File: config.mk
export PLATFORM = sky130hd
export DESIGN_NAME = ibex_lsu_split_unit_flat
export DESIGN_NICKNAME = d
export VERILOG_FILES = /design/src/rtl/ibex_lsu_split_unit_if.sv /design/src/rtl/ibex_lsu_split_unit.sv /design/src/flat_wrapper.sv
export SDC_FILE = /design/constraint.sdc
export NUM_CORES = 1
export LEC_CHECK = 0
export ABC_AREA = 1
export BUFFER_PORTS_ARGS = -buffer_cell sky130_fd_sc_hd__buf_2
export CAP_MARGIN = 20
export CELL_PAD_IN_SITES_DETAIL_PLACEMENT = 0
export CELL_PAD_IN_SITES_GLOBAL_PLACEMENT = 1
export CORE_MARGIN = 2
export CORE_UTILIZATION = 35
export CTS_BUF_LIST = sky130_fd_sc_hd__clkbuf_4 sky130_fd_sc_hd__clkbuf_8
export DETAILED_ROUTE_END_ITERATION = 16
export GPL_TIMING_DRIVEN = 0
export PLACE_DENSITY_LB_ADDON = 0.1
export SLEW_MARGIN = 30
export SYNTH_ARGS = -nofsm -noshare
export SYNTH_HDL_FRONTEND = slang
export SYNTH_SLANG_ARGS = --single-unit
File: constraint.sdc
create_clock -name clk_i -period 3.5 [get_ports clk_i]
set_input_delay 0.525 -clock clk_i [delete_from_list [all_inputs] [get_ports clk_i]]
set_output_delay 0.525 -clock clk_i [all_outputs]
set_load 0.02 [all_outputs]
File: src/rtl/ibex_lsu_split_unit_if.sv
// Bundle of the execute-stage request, data-bus and writeback-response signals of the LSU.
// The master modport is the LSU itself; the slave modport is the surrounding pipeline/bus.
interface ibex_lsu_split_unit_if;
    logic        lsu_req_i;
    logic        lsu_ready_o;
    logic        lsu_we_i;
    logic [1:0]  lsu_type_i;
    logic        lsu_sign_ext_i;
    logic [31:0] lsu_addr_i;
    logic [31:0] lsu_wdata_i;
    logic        data_req_o;
    logic [31:0] data_addr_o;
    logic        data_we_o;
    logic [3:0]  data_be_o;
    logic [31:0] data_wdata_o;
    logic        data_gnt_i;
    logic        data_rvalid_i;
    logic [31:0] data_rdata_i;
    logic        data_err_i;
    logic [31:0] rf_wdata_lsu_o;
    logic        rf_we_lsu_o;
    logic        lsu_resp_valid_o;
    logic        lsu_resp_err_o;
    logic        busy_o;

    modport master (
        input  lsu_req_i, lsu_we_i, lsu_type_i, lsu_sign_ext_i, lsu_addr_i, lsu_wdata_i,
        input  data_gnt_i, data_rvalid_i, data_rdata_i, data_err_i,
        output lsu_ready_o, data_req_o, data_addr_o, data_we_o, data_be_o, data_wdata_o,
        output rf_wdata_lsu_o, rf_we_lsu_o, lsu_resp_valid_o, lsu_resp_err_o, busy_o
    );

    modport slave (
        output lsu_req_i, lsu_we_i, lsu_type_i, lsu_sign_ext_i, lsu_addr_i, lsu_wdata_i,
        output data_gnt_i, data_rvalid_i, data_rdata_i, data_err_i,
        input  lsu_ready_o, data_req_o, data_addr_o, data_we_o, data_be_o, data_wdata_o,
        input  rf_wdata_lsu_o, rf_we_lsu_o, lsu_resp_valid_o, lsu_resp_err_o, busy_o
    );
endinterface

File: src/rtl/ibex_lsu_split_unit.sv
// Load/store engine: one access at a time, misaligned accesses split into two aligned beats,
// load data aligned and extended with zero added latency on the final response.
module ibex_lsu_split_unit (
    input  logic                         clk_i,
    input  logic                         rst_ni,
    ibex_lsu_split_unit_if.master        lsu
);

    typedef enum logic [2:0] {
        S_IDLE      = 3'd0,
        S_WAIT_GNT  = 3'd1,
        S_WAIT_RV   = 3'd2,
        S_WAIT_GNT2 = 3'd3,
        S_WAIT_RV2  = 3'd4
    } state_t;

    state_t      r_state;
    logic        r_we;
    logic [1:0]  r_type;
    logic        r_sign_ext;
    logic [31:0] r_addr;
    logic [31:0] r_wdata;
    logic [31:0] r_rdata;
    logic        r_err;

    logic        w_idle;
    logic        w_beat2;
    logic        w_final;
    logic        w_bus_act;
    logic        w_split;
    logic        w_we;
    logic [1:0]  w_type;
    logic [31:0] w_addr;
    logic [31:0] w_wdata;
    logic [1:0]  w_off;
    logic [7:0]  w_mask8;
    logic [63:0] w_wdata64;
    logic [31:0] w_rdata_lo;
    logic [63:0] w_raw;
    logic [31:0] w_result;
    logic        w_resp_valid;
    logic        w_resp_err;
    logic        w_rf_we;

    function automatic logic [3:0] base_mask(input logic [1:0] typ);
        logic [3:0] m;
        case (typ)
            2'd1:    m = 4'b0011;
            2'd2:    m = 4'b0001;
            default: m = 4'b1111;
        endcase
        return m;
    endfunction

    function automatic logic [31:0] extend(input logic [1:0] typ, input logic sx, input logic [31:0] raw);
        logic [31:0] v;
        case (typ)
            2'd1:    v = {{16{sx & raw[15]}}, raw[15:0]};
            2'd2:    v = {{24{sx & raw[7]}}, raw[7:0]};
            default: v = raw;
        endcase
        return v;
    endfunction

    // Bus request, beat geometry and response datapath.
    always_comb begin
        w_idle    = (r_state == S_IDLE);
        w_beat2   = (r_state == S_WAIT_GNT2) || (r_state == S_WAIT_RV2);
        w_final   = ((r_state == S_WAIT_RV) && !w_split) || (r_state == S_WAIT_RV2);
        w_bus_act = !w_idle || lsu.lsu_req_i;

        // In IDLE the request is presented straight from the execute stage.
        if (w_idle) begin
            w_we    = lsu.lsu_we_i;
            w_type  = lsu.lsu_type_i;
            w_addr  = lsu.lsu_addr_i;
            w_wdata = lsu.lsu_wdata_i;
        end else begin
            w_we    = r_we;
            w_type  = r_type;
            w_addr  = r_addr;
            w_wdata = r_wdata;
        end

        w_off     = w_addr[1:0];
        w_mask8   = {4'b0000, base_mask(w_type)} << w_off;
        w_split   = (w_mask8[7:4] != 4'b0000);
        w_wdata64 = {w_wdata, w_wdata} << {w_off, 3'b000};

        // Unsplit accesses see the same word in both halves of the shifter.
        w_rdata_lo   = (r_state == S_WAIT_RV2) ? r_rdata : lsu.data_rdata_i;
        w_raw        = {lsu.data_rdata_i, w_rdata_lo} >> {w_off, 3'b000};
        w_result     = extend(r_type, r_sign_ext, w_raw[31:0]);

        w_resp_valid = w_final && lsu.data_rvalid_i;
        w_resp_err   = w_resp_valid && (lsu.data_err_i || ((r_state == S_WAIT_RV2) && r_err));
        w_rf_we      = w_resp_valid && !r_we && !w_resp_err;

        case (r_state)
            S_IDLE:      lsu.data_req_o = lsu.lsu_req_i;
            S_WAIT_GNT:  lsu.data_req_o = 1'b1;
            S_WAIT_GNT2: lsu.data_req_o = 1'b1;
            default:     lsu.data_req_o = 1'b0;
        endcase

        if (w_bus_act) begin
            lsu.data_addr_o  = {w_addr[31:2], 2'b00} + (w_beat2 ? 32'd4 : 32'd0);
            lsu.data_we_o    = w_we;
            lsu.data_be_o    = w_beat2 ? w_mask8[7:4] : w_mask8[3:0];
            lsu.data_wdata_o = w_beat2 ? w_wdata64[63:32] : w_wdata64[31:0];
        end else begin
            lsu.data_addr_o  = 32'd0;
            lsu.data_we_o    = 1'b0;
            lsu.data_be_o    = 4'b0000;
            lsu.data_wdata_o = 32'd0;
        end

        lsu.lsu_resp_valid_o = w_resp_valid;
        lsu.lsu_resp_err_o   = w_resp_err;
        lsu.rf_we_lsu_o      = w_rf_we;
        lsu.rf_wdata_lsu_o   = w_rf_we ? w_result : 32'd0;
        lsu.busy_o           = !w_idle;
        lsu.lsu_ready_o      = w_idle;
    end

    // Access FSM and request/beat-1 capture registers.
    always_ff @(posedge clk_i or negedge rst_ni) begin
        if (!rst_ni) begin
            r_state    <= S_IDLE;
            r_we       <= 1'b0;
            r_type     <= 2'd0;
            r_sign_ext <= 1'b0;
            r_addr     <= 32'd0;
            r_wdata    <= 32'd0;
            r_rdata    <= 32'd0;
            r_err      <= 1'b0;
        end else begin
            case (r_state)
                S_IDLE: begin
                    if (lsu.lsu_req_i) begin
                        r_we       <= lsu.lsu_we_i;
                        r_type     <= lsu.lsu_type_i;
                        r_sign_ext <= lsu.lsu_sign_ext_i;
                        r_addr     <= lsu.lsu_addr_i;
                        r_wdata    <= lsu.lsu_wdata_i;
                        r_err      <= 1'b0;
                        r_state    <= lsu.data_gnt_i ? S_WAIT_RV : S_WAIT_GNT;
                    end
                end
                S_WAIT_GNT: begin
                    if (lsu.data_gnt_i) r_state <= S_WAIT_RV;
                end
                S_WAIT_RV: begin
                    if (lsu.data_rvalid_i) begin
                        if (w_split) begin
                            r_rdata <= lsu.data_rdata_i;
                            r_err   <= lsu.data_err_i;
                            r_state <= S_WAIT_GNT2;
                        end else begin
                            r_state <= S_IDLE;
                        end
                    end
                end
                S_WAIT_GNT2: begin
                    if (lsu.data_gnt_i) r_state <= S_WAIT_RV2;
                end
                S_WAIT_RV2: begin
                    if (lsu.data_rvalid_i) r_state <= S_IDLE;
                end
                default: r_state <= S_IDLE;
            endcase
        end
    end

endmodule

File: src/flat_wrapper.sv
// flat-port wrapper written by rule: the top's interface ports become plain ports
module ibex_lsu_split_unit_flat 
  (clk_i, rst_ni, lsu_lsu_req_i, lsu_lsu_we_i, lsu_lsu_type_i, lsu_lsu_sign_ext_i, lsu_lsu_addr_i, lsu_lsu_wdata_i, lsu_data_gnt_i, lsu_data_rvalid_i, lsu_data_rdata_i, lsu_data_err_i, lsu_lsu_ready_o, lsu_data_req_o, lsu_data_addr_o, lsu_data_we_o, lsu_data_be_o, lsu_data_wdata_o, lsu_rf_wdata_lsu_o, lsu_rf_we_lsu_o, lsu_lsu_resp_valid_o, lsu_lsu_resp_err_o, lsu_busy_o);
  ibex_lsu_split_unit_if lsu_i ();
  input  logic clk_i;
  input  logic rst_ni;
  input wire logic [$bits(lsu_i.lsu_req_i)-1:0] lsu_lsu_req_i;
  input wire logic [$bits(lsu_i.lsu_we_i)-1:0] lsu_lsu_we_i;
  input wire logic [$bits(lsu_i.lsu_type_i)-1:0] lsu_lsu_type_i;
  input wire logic [$bits(lsu_i.lsu_sign_ext_i)-1:0] lsu_lsu_sign_ext_i;
  input wire logic [$bits(lsu_i.lsu_addr_i)-1:0] lsu_lsu_addr_i;
  input wire logic [$bits(lsu_i.lsu_wdata_i)-1:0] lsu_lsu_wdata_i;
  input wire logic [$bits(lsu_i.data_gnt_i)-1:0] lsu_data_gnt_i;
  input wire logic [$bits(lsu_i.data_rvalid_i)-1:0] lsu_data_rvalid_i;
  input wire logic [$bits(lsu_i.data_rdata_i)-1:0] lsu_data_rdata_i;
  input wire logic [$bits(lsu_i.data_err_i)-1:0] lsu_data_err_i;
  output wire logic [$bits(lsu_i.lsu_ready_o)-1:0] lsu_lsu_ready_o;
  output wire logic [$bits(lsu_i.data_req_o)-1:0] lsu_data_req_o;
  output wire logic [$bits(lsu_i.data_addr_o)-1:0] lsu_data_addr_o;
  output wire logic [$bits(lsu_i.data_we_o)-1:0] lsu_data_we_o;
  output wire logic [$bits(lsu_i.data_be_o)-1:0] lsu_data_be_o;
  output wire logic [$bits(lsu_i.data_wdata_o)-1:0] lsu_data_wdata_o;
  output wire logic [$bits(lsu_i.rf_wdata_lsu_o)-1:0] lsu_rf_wdata_lsu_o;
  output wire logic [$bits(lsu_i.rf_we_lsu_o)-1:0] lsu_rf_we_lsu_o;
  output wire logic [$bits(lsu_i.lsu_resp_valid_o)-1:0] lsu_lsu_resp_valid_o;
  output wire logic [$bits(lsu_i.lsu_resp_err_o)-1:0] lsu_lsu_resp_err_o;
  output wire logic [$bits(lsu_i.busy_o)-1:0] lsu_busy_o;
  assign lsu_i.lsu_req_i = lsu_lsu_req_i;
  assign lsu_i.lsu_we_i = lsu_lsu_we_i;
  assign lsu_i.lsu_type_i = lsu_lsu_type_i;
  assign lsu_i.lsu_sign_ext_i = lsu_lsu_sign_ext_i;
  assign lsu_i.lsu_addr_i = lsu_lsu_addr_i;
  assign lsu_i.lsu_wdata_i = lsu_lsu_wdata_i;
  assign lsu_i.data_gnt_i = lsu_data_gnt_i;
  assign lsu_i.data_rvalid_i = lsu_data_rvalid_i;
  assign lsu_i.data_rdata_i = lsu_data_rdata_i;
  assign lsu_i.data_err_i = lsu_data_err_i;
  assign lsu_lsu_ready_o = lsu_i.lsu_ready_o;
  assign lsu_data_req_o = lsu_i.data_req_o;
  assign lsu_data_addr_o = lsu_i.data_addr_o;
  assign lsu_data_we_o = lsu_i.data_we_o;
  assign lsu_data_be_o = lsu_i.data_be_o;
  assign lsu_data_wdata_o = lsu_i.data_wdata_o;
  assign lsu_rf_wdata_lsu_o = lsu_i.rf_wdata_lsu_o;
  assign lsu_rf_we_lsu_o = lsu_i.rf_we_lsu_o;
  assign lsu_lsu_resp_valid_o = lsu_i.lsu_resp_valid_o;
  assign lsu_lsu_resp_err_o = lsu_i.lsu_resp_err_o;
  assign lsu_busy_o = lsu_i.busy_o;
  ibex_lsu_split_unit u_core (.clk_i(clk_i), .rst_ni(rst_ni), .lsu(lsu_i));
endmodule
==> impl_metrics.env, run 1 <==
export IMPL_clock_skew_ps=31.2
export IMPL_rows=57
export IMPL_clkTransAtPathRegs_ps=140
export IMPL_first_pass_iters=5
export IMPL_ys_seq_elements=104
export IMPL_vias_per_cell=5.18
export IMPL_clk_latency_ps=420
export IMPL_max_cap_violations=0
export IMPL_ir_drop_mv=0.465
export IMPL_crit_required_ps=2970
export IMPL_timing_final_ws_setup_ps=30.4
export IMPL_leakagePower_nw=5.87
export IMPL_clock_sinks=104
export IMPL_syn_to_final_growth_pct=34.5
export IMPL_gp_congestion=0.920
export IMPL_die_area_um2=25800
export IMPL_grt_usage_pct=28.6
export IMPL_grt_pass1_vias=9776
export IMPL_critPathMaxFanout=8
export IMPL_p_per_area_nw_per_um2=1170
export IMPL_synthArstFlopShare_pct=100
export IMPL_dr_total_vias=10499
export IMPL_hold_class="in -> reg"
export IMPL_place_port_buffers=210
export IMPL_critPathCaptureType="primary output"
export IMPL_ys_seq_area_share_pct=30.3
export IMPL_initial_core_util_pct=35.5
export IMPL_fmax_mhz=288
export IMPL_arrival_ps=2940
export IMPL_num_antenna_cells=0
export IMPL_ys_top_cells_by_count="505 x nand2_1, 215 x o21ai_0, 155 x inv_1"
export IMPL_drv_slew=0
export IMPL_ys_warnings_count=0
export IMPL_io_pins=213
export IMPL_cts_buffers=9
export IMPL_period_share_pct=99.1
export IMPL_place_hpwl_mm=28.1
export IMPL_root_buffer="clkbuf_8"
export IMPL_synth_edf_count=0
export IMPL_grt_start_max_net_pins=76
export IMPL_route_antenna_remaining_nets=0
export IMPL_layout_nets=1807
export IMPL_syn_inst=1442
export IMPL_grt_pass1_wl_mm=56.4
export IMPL_gr_total_overflow=0
export IMPL_critical_path_class="reg -> out"
export IMPL_initialDrtViolationCount=888
export IMPL_wl_mm=37.2
export IMPL_antenna_found_initial=0
export IMPL_die_h_um=161
export IMPL_placed_cell_area_um2=10100
export IMPL_clock_path_buffers=2
export IMPL_power_mw=13.6
export IMPL_synth_largest_area_cell="dfrtp_1"
export IMPL_synthTopCellsByArea="dfrtp_1 30%, nand2_1 22%, o21ai_0 13%"
export IMPL_cts_tree="yes"
export IMPL_finalCriticalPeriod_ps=3470
export IMPL_ys_types=38
export IMPL_h_tree_depth=3
export IMPL_grt_setup_unrepaired="true"
export IMPL_core_area_um2=24200
export IMPL_syn_area_um2=8580
export IMPL_syn_avg_cell_area_um2=5.95
export IMPL_hold_slack_ps=306
export IMPL_final_layout_size_suffix_gt1_share_pct=25.6
export IMPL_finalHoldViolCount=0
export IMPL_drc_errors=0
export IMPL_stdcell_area_um2=11500
export IMPL_worstMarginPinSlew_ps=828
export IMPL_start_kind="flop"
export IMPL_yosysMostFrequentCell="nand2_1"
export IMPL_pre_cts_slack_ps=-642
export IMPL_netlist_area_leader_share_pct=30.3
export IMPL_outcome="finished, final reports clean"
export IMPL_avgRoutedWirePerCell_um=18.4
export IMPL_synth_main_ff_cell="dfrtp_1"
export IMPL_relSlewSlack_pct=44.4
export IMPL_nFillCells=2659
export IMPL_die_w_um=161
export IMPL_setup_violations=0
## worst max-delay path, cell delays in order (launching register included)
cell	delay, ps
dfrtp_1	440
nor2_4	200
nand2_8	70
buf_12	130
buf_8	110
buf_12	140
o21ai_4	130
ha_4	170
ha_4	130
inv_2	40
nor2_4	200
nand2_4	110
nor2_4	170
nand2_2	60
xor2_1	140
nor2_1	100
buf_4	150
## cells in the final DEF (no fill, tap or decap), types with 38 or more instances in the layout
cell | netlist | layout
dfrtp_1 | 104 | 104
buf_4 | 7 | 53
o21ai_0 | 215 | 183
o21ai_1 | 28 | 49
a21oi_1 | 48 | 38
inv_1 | 155 | 149
nand2_1 | 505 | 487
nor2_1 | 132 | 102
buf_2 | 30 | 181
nand3_1 | 57 | 53
## sequential cells by signal (all words and copies together), names as in the netlist
signal,count
u_core.r_err,1
u_core.r_sign_ext,1
u_core.r_type,2
u_core.r_we,1
u_core.r_state,3
u_core.r_wdata,32
u_core.r_rdata,32
u_core.r_addr,32
## metal layers
metal	GRT usage (%)	part of all wire, %	up-vias
met4	10.6	3.2	0
met1	38.6	43	4896
met2	46.5	47	409
li1	-	-	5132
met3	4.36	6.5	62
met5	0	0	-
## where the power goes
part | switching [mW] | internal [mW]
registers | 0.308 | 1.76
clock network | 0.545 | 0.288
logic | 7.33 | 3.32
total | 8.19 | 5.37
## timing repair
action	in CTS	in global routing
pin swaps	15	19
setup endpoints to repair	104	90
setup buffers	21	8
hold buffers	1	0
gates resized for setup	186	125
endpoints found under the hold margin	29	0
cloned	2	0
## stage by stage
step,std cells,setup TNS [ps],util [%]
5_1_grt,2025,-1270,47.8
3_5_place_dp,1978,-22380,41.7
2_1_floorplan,1443,0,-
6_report,2025,0,47.8
3_3_place_gp,1977,-19670,41.5
4_1_cts,2018,-646,46.3
## kinds of logic after synthesis
logic type	synth area share [%]
buffers and inverters	12.0
multiplexers	0.466
AO/OA/AOI/OAI	21.2
flip-flops	30.3
other	0.0437
adder cells (fa/ha/maj)	0.729
XOR/XNOR	0.510
AND/OR/NAND/NOR	34.8
## worst paths after layout
check | endpoint | from | cells past startpoint | slack (ps)
max reg2reg | u_core.r_rdata[19] | u_core.r_state[0] | 12 | 810
max | lsu_data_addr_o[18] | u_core.r_state[0] | 16 | 30
max in group asynchronous | u_core.r_addr[12] | rst_ni | 3 | 2240
min in group asynchronous | u_core.r_wdata[18] | rst_ni | 2 | 540
min reg2reg | u_core.r_addr[31] | u_core.r_addr[31] | 2 | 490
min | u_core.r_addr[28] | lsu_lsu_addr_i[28] | 3 | 310
## cell type report
type / instances / area (um2) / share of cell area (%)
timing repair buffer: 243 / 1600 / 13.9
buffer: 82 / 536 / 4.64
clock inverter: 7 / 86.3 / 0.748
clock buffer: 9 / 124 / 1.07
inverter: 159 / 617 / 5.34
multi-input combinational: 1097 / 5570 / 48.3
tap: 324 / 405 / 3.51
sequential: 104 / 2600 / 22.5
Power figures use the tool's default switching activity.
==> run 2, diff against run 1 <==
==> constraint.sdc (replaced) <==
create_clock -name clk_i -period 3.75 [get_ports clk_i]
set_input_delay 0.5625 -clock clk_i [delete_from_list [all_inputs] [get_ports clk_i]]
set_output_delay 0.5625 -clock clk_i [all_outputs]
set_load 0.02 [all_outputs]
==> impl_metrics.env, run 2 (synthesized netlist as in run 1, its figures left out) <==
export IMPL_stdcell_area_um2=10700
export IMPL_leakagePower_nw=5.66
export IMPL_min_from="lsu_lsu_addr_i[28]"
export IMPL_nFillCells=2731
export IMPL_multiInputGateArea_um2=5120
export IMPL_clock_sinks=104
export IMPL_clock_skew_ps=27.1
export IMPL_avgRoutedWirePerCell_um=18.3
export IMPL_layout_common_cells="499 x nand2_1, 225 x buf_2, 211 x o21ai_0"
export IMPL_final_layout_size_suffix_gt1_share_pct=20.4
export IMPL_crit_required_ps=3190
export IMPL_arrival_ps=3130
export IMPL_power_mw=11.8
export IMPL_timing_final_ws_setup_ps=58.3
export IMPL_top_regs="u_core.r_addr (32), u_core.r_rdata (32), u_core.r_wdata (32)"
export IMPL_final_util_pct=44.1
export IMPL_place_hpwl_mm=28.1
export IMPL_vias_per_cell=5.14
export IMPL_initial_core_util_pct=35.5
export IMPL_die_w_um=161
export IMPL_reg2reg_from="u_core.r_state[1]"
export IMPL_clkTransAtPathRegs_ps=130
export IMPL_route_antenna_remaining_nets=0
export IMPL_path_cells="nor2_4 -> nand2_8 -> buf_4 -> nand2_2 -> nand2_4 -> inv_1 -> buf_4 -> buf_2 -> nor2_1 -> nor4_1 -> buf_2"
export IMPL_critPathMaxStageDelay_ps=520
export IMPL_critPathCaptureType="primary output"
export IMPL_core_area_um2=24200
export IMPL_grt_setup_unrepaired="true"
export IMPL_critical_path_class="reg -> out"
export IMPL_slowest_stage="nor4_1"
export IMPL_initialDrtViolationCount=915
export IMPL_cts_tree="yes"
export IMPL_grt_start_max_net_pins=76
export IMPL_seqCellArea_um2=2600
export IMPL_finalCriticalPeriod_ps=3690
export IMPL_finalHoldViolCount=0
export IMPL_h_tree_depth=3
export IMPL_drc_errors=0
export IMPL_gp_congestion=0.920
export IMPL_worstMarginPinSlew_ps=769
export IMPL_grt_usage_pct=28.0
export IMPL_clock_path_buffers=2
export IMPL_first_pass_iters=6
export IMPL_antenna_found_initial=0
export IMPL_rows=57
export IMPL_grt_pass1_wl_mm=55.0
export IMPL_drv_slew=0
export IMPL_placed_cell_area_um2=10100
export IMPL_num_antenna_cells=0
export IMPL_start_kind="flop"
export IMPL_relSlewSlack_pct=48.7
export IMPL_startpoint="u_core.r_state[1]"
export IMPL_syn_to_final_growth_pct=24.1
export IMPL_critPathMaxFanout=10
export IMPL_final_common_cell="nand2_1"
export IMPL_die_h_um=161
export IMPL_grt_pass1_vias=9507
export IMPL_hold_class="in -> reg"
export IMPL_gr_total_overflow=0
export IMPL_outcome="finished, final reports clean"
export IMPL_fmax_mhz=271
export IMPL_p_per_area_nw_per_um2=1110
export IMPL_die_area_um2=25800
export IMPL_hold_slack_ps=343
export IMPL_io_pins=213
export IMPL_pre_cts_slack_ps=-430
export IMPL_place_port_buffers=210
export IMPL_setup_violations=0
export IMPL_critPathBufInv=5
export IMPL_layout_nets=1785
export IMPL_cts_buffers=9
export IMPL_max_cap_violations=0
export IMPL_clk_latency_ps=420
export IMPL_ir_drop_mv=0.433
export IMPL_wl_mm=36.6
export IMPL_period_share_pct=98.4
export IMPL_critPathTopFamily="buffers and inverters"
export IMPL_dr_total_vias=10302
export IMPL_root_buffer="clkbuf_8"
run 2: changes by cell type in the layout (fill, tap and decap cells not counted), sizes merged:
cell / previous run / this run
buf: 282 / 263
clkbuf: 50 / 48
bufbuf: 1 / 0
run 2: metal layers:
| metal | routed length, um | share of wire, % | vias up | GRT usage [%] |
|---|---|---|---|---|
| met1 | 15900 | 43 | 4744 | 38.0 |
| met3 | 2750 | 7.5 | 56 | 4.52 |
| met5 | 0 | 0 | - | 0 |
| li1 | - | - | 5074 | - |
| met4 | 1120 | 3.1 | 0 | 9.25 |
| met2 | 16800 | 46 | 428 | 45.4 |
run 2: where the power goes:
group / internal, mW / switching (mW) / leakage, nW
registers: 1.64 / 0.281 / 1.30
logic: 2.68 / 6.39 / 4.25
clock network: 0.269 / 0.511 / 0.104
run 2: final cells by class:
| class | instances | area share, % |
|---|---|---|
| clock buffer | 9 | 1.16 |
| clock inverter | 7 | 0.811 |
| inverter | 159 | 5.76 |
| tap | 324 | 3.81 |
| buffer | 81 | 4.39 |
| multi-input combinational | 1097 | 48.0 |
| timing repair buffer | 222 | 11.6 |
| sequential | 104 | 24.4 |
run 2: worst paths after layout:
| kind | slack [ps] | cells past startpoint | endpoint |
|---|---|---|---|
| hold / removal | 340 | 3 | u_core.r_addr[28] |
| min in group asynchronous | 580 | 2 | u_core.r_wdata[18] |
| setup reg to reg | 950 | 12 | u_core.r_rdata[19] |
| max in group asynchronous | 2460 | 3 | u_core.r_sign_ext |
| setup / recovery | 60 | 11 | lsu_data_be_o[3] |
| hold reg to reg | 490 | 2 | u_core.r_addr[31] |
run 2: stage by stage:
step | setup TNS, ps | instances
floorplan | 0 | 1443
global placement | -8930 | 1977
detailed placement | -10530 | 1978
CTS | 0 | 2000
global route | -64.0 | 2003
finish | 0 | 2003
run 2: timing repair:
action / 4_1_cts / 5_1_grt
setup buffers: 6 / 2
gates resized for setup: 50 / 23
gates cloned: 0 / 2
setup endpoints to repair: 67 / 63
endpoints found under the hold margin: 15 / 0
hold buffers: 1 / 0
pin swaps: 8 / 3
run 2: worst reg2reg max path, cell delays in order (launching register included):
cell      delay, ps
dfrtp_1         430
nor2_4          230
nand2_8         100
buf_16          170
buf_8           170
nand2_1          80
o21ai_2          60
ha_2            310
nand2_2         110
nand2_1         160
nand3_2         210
clkbuf_1        490
o21ai_0         160
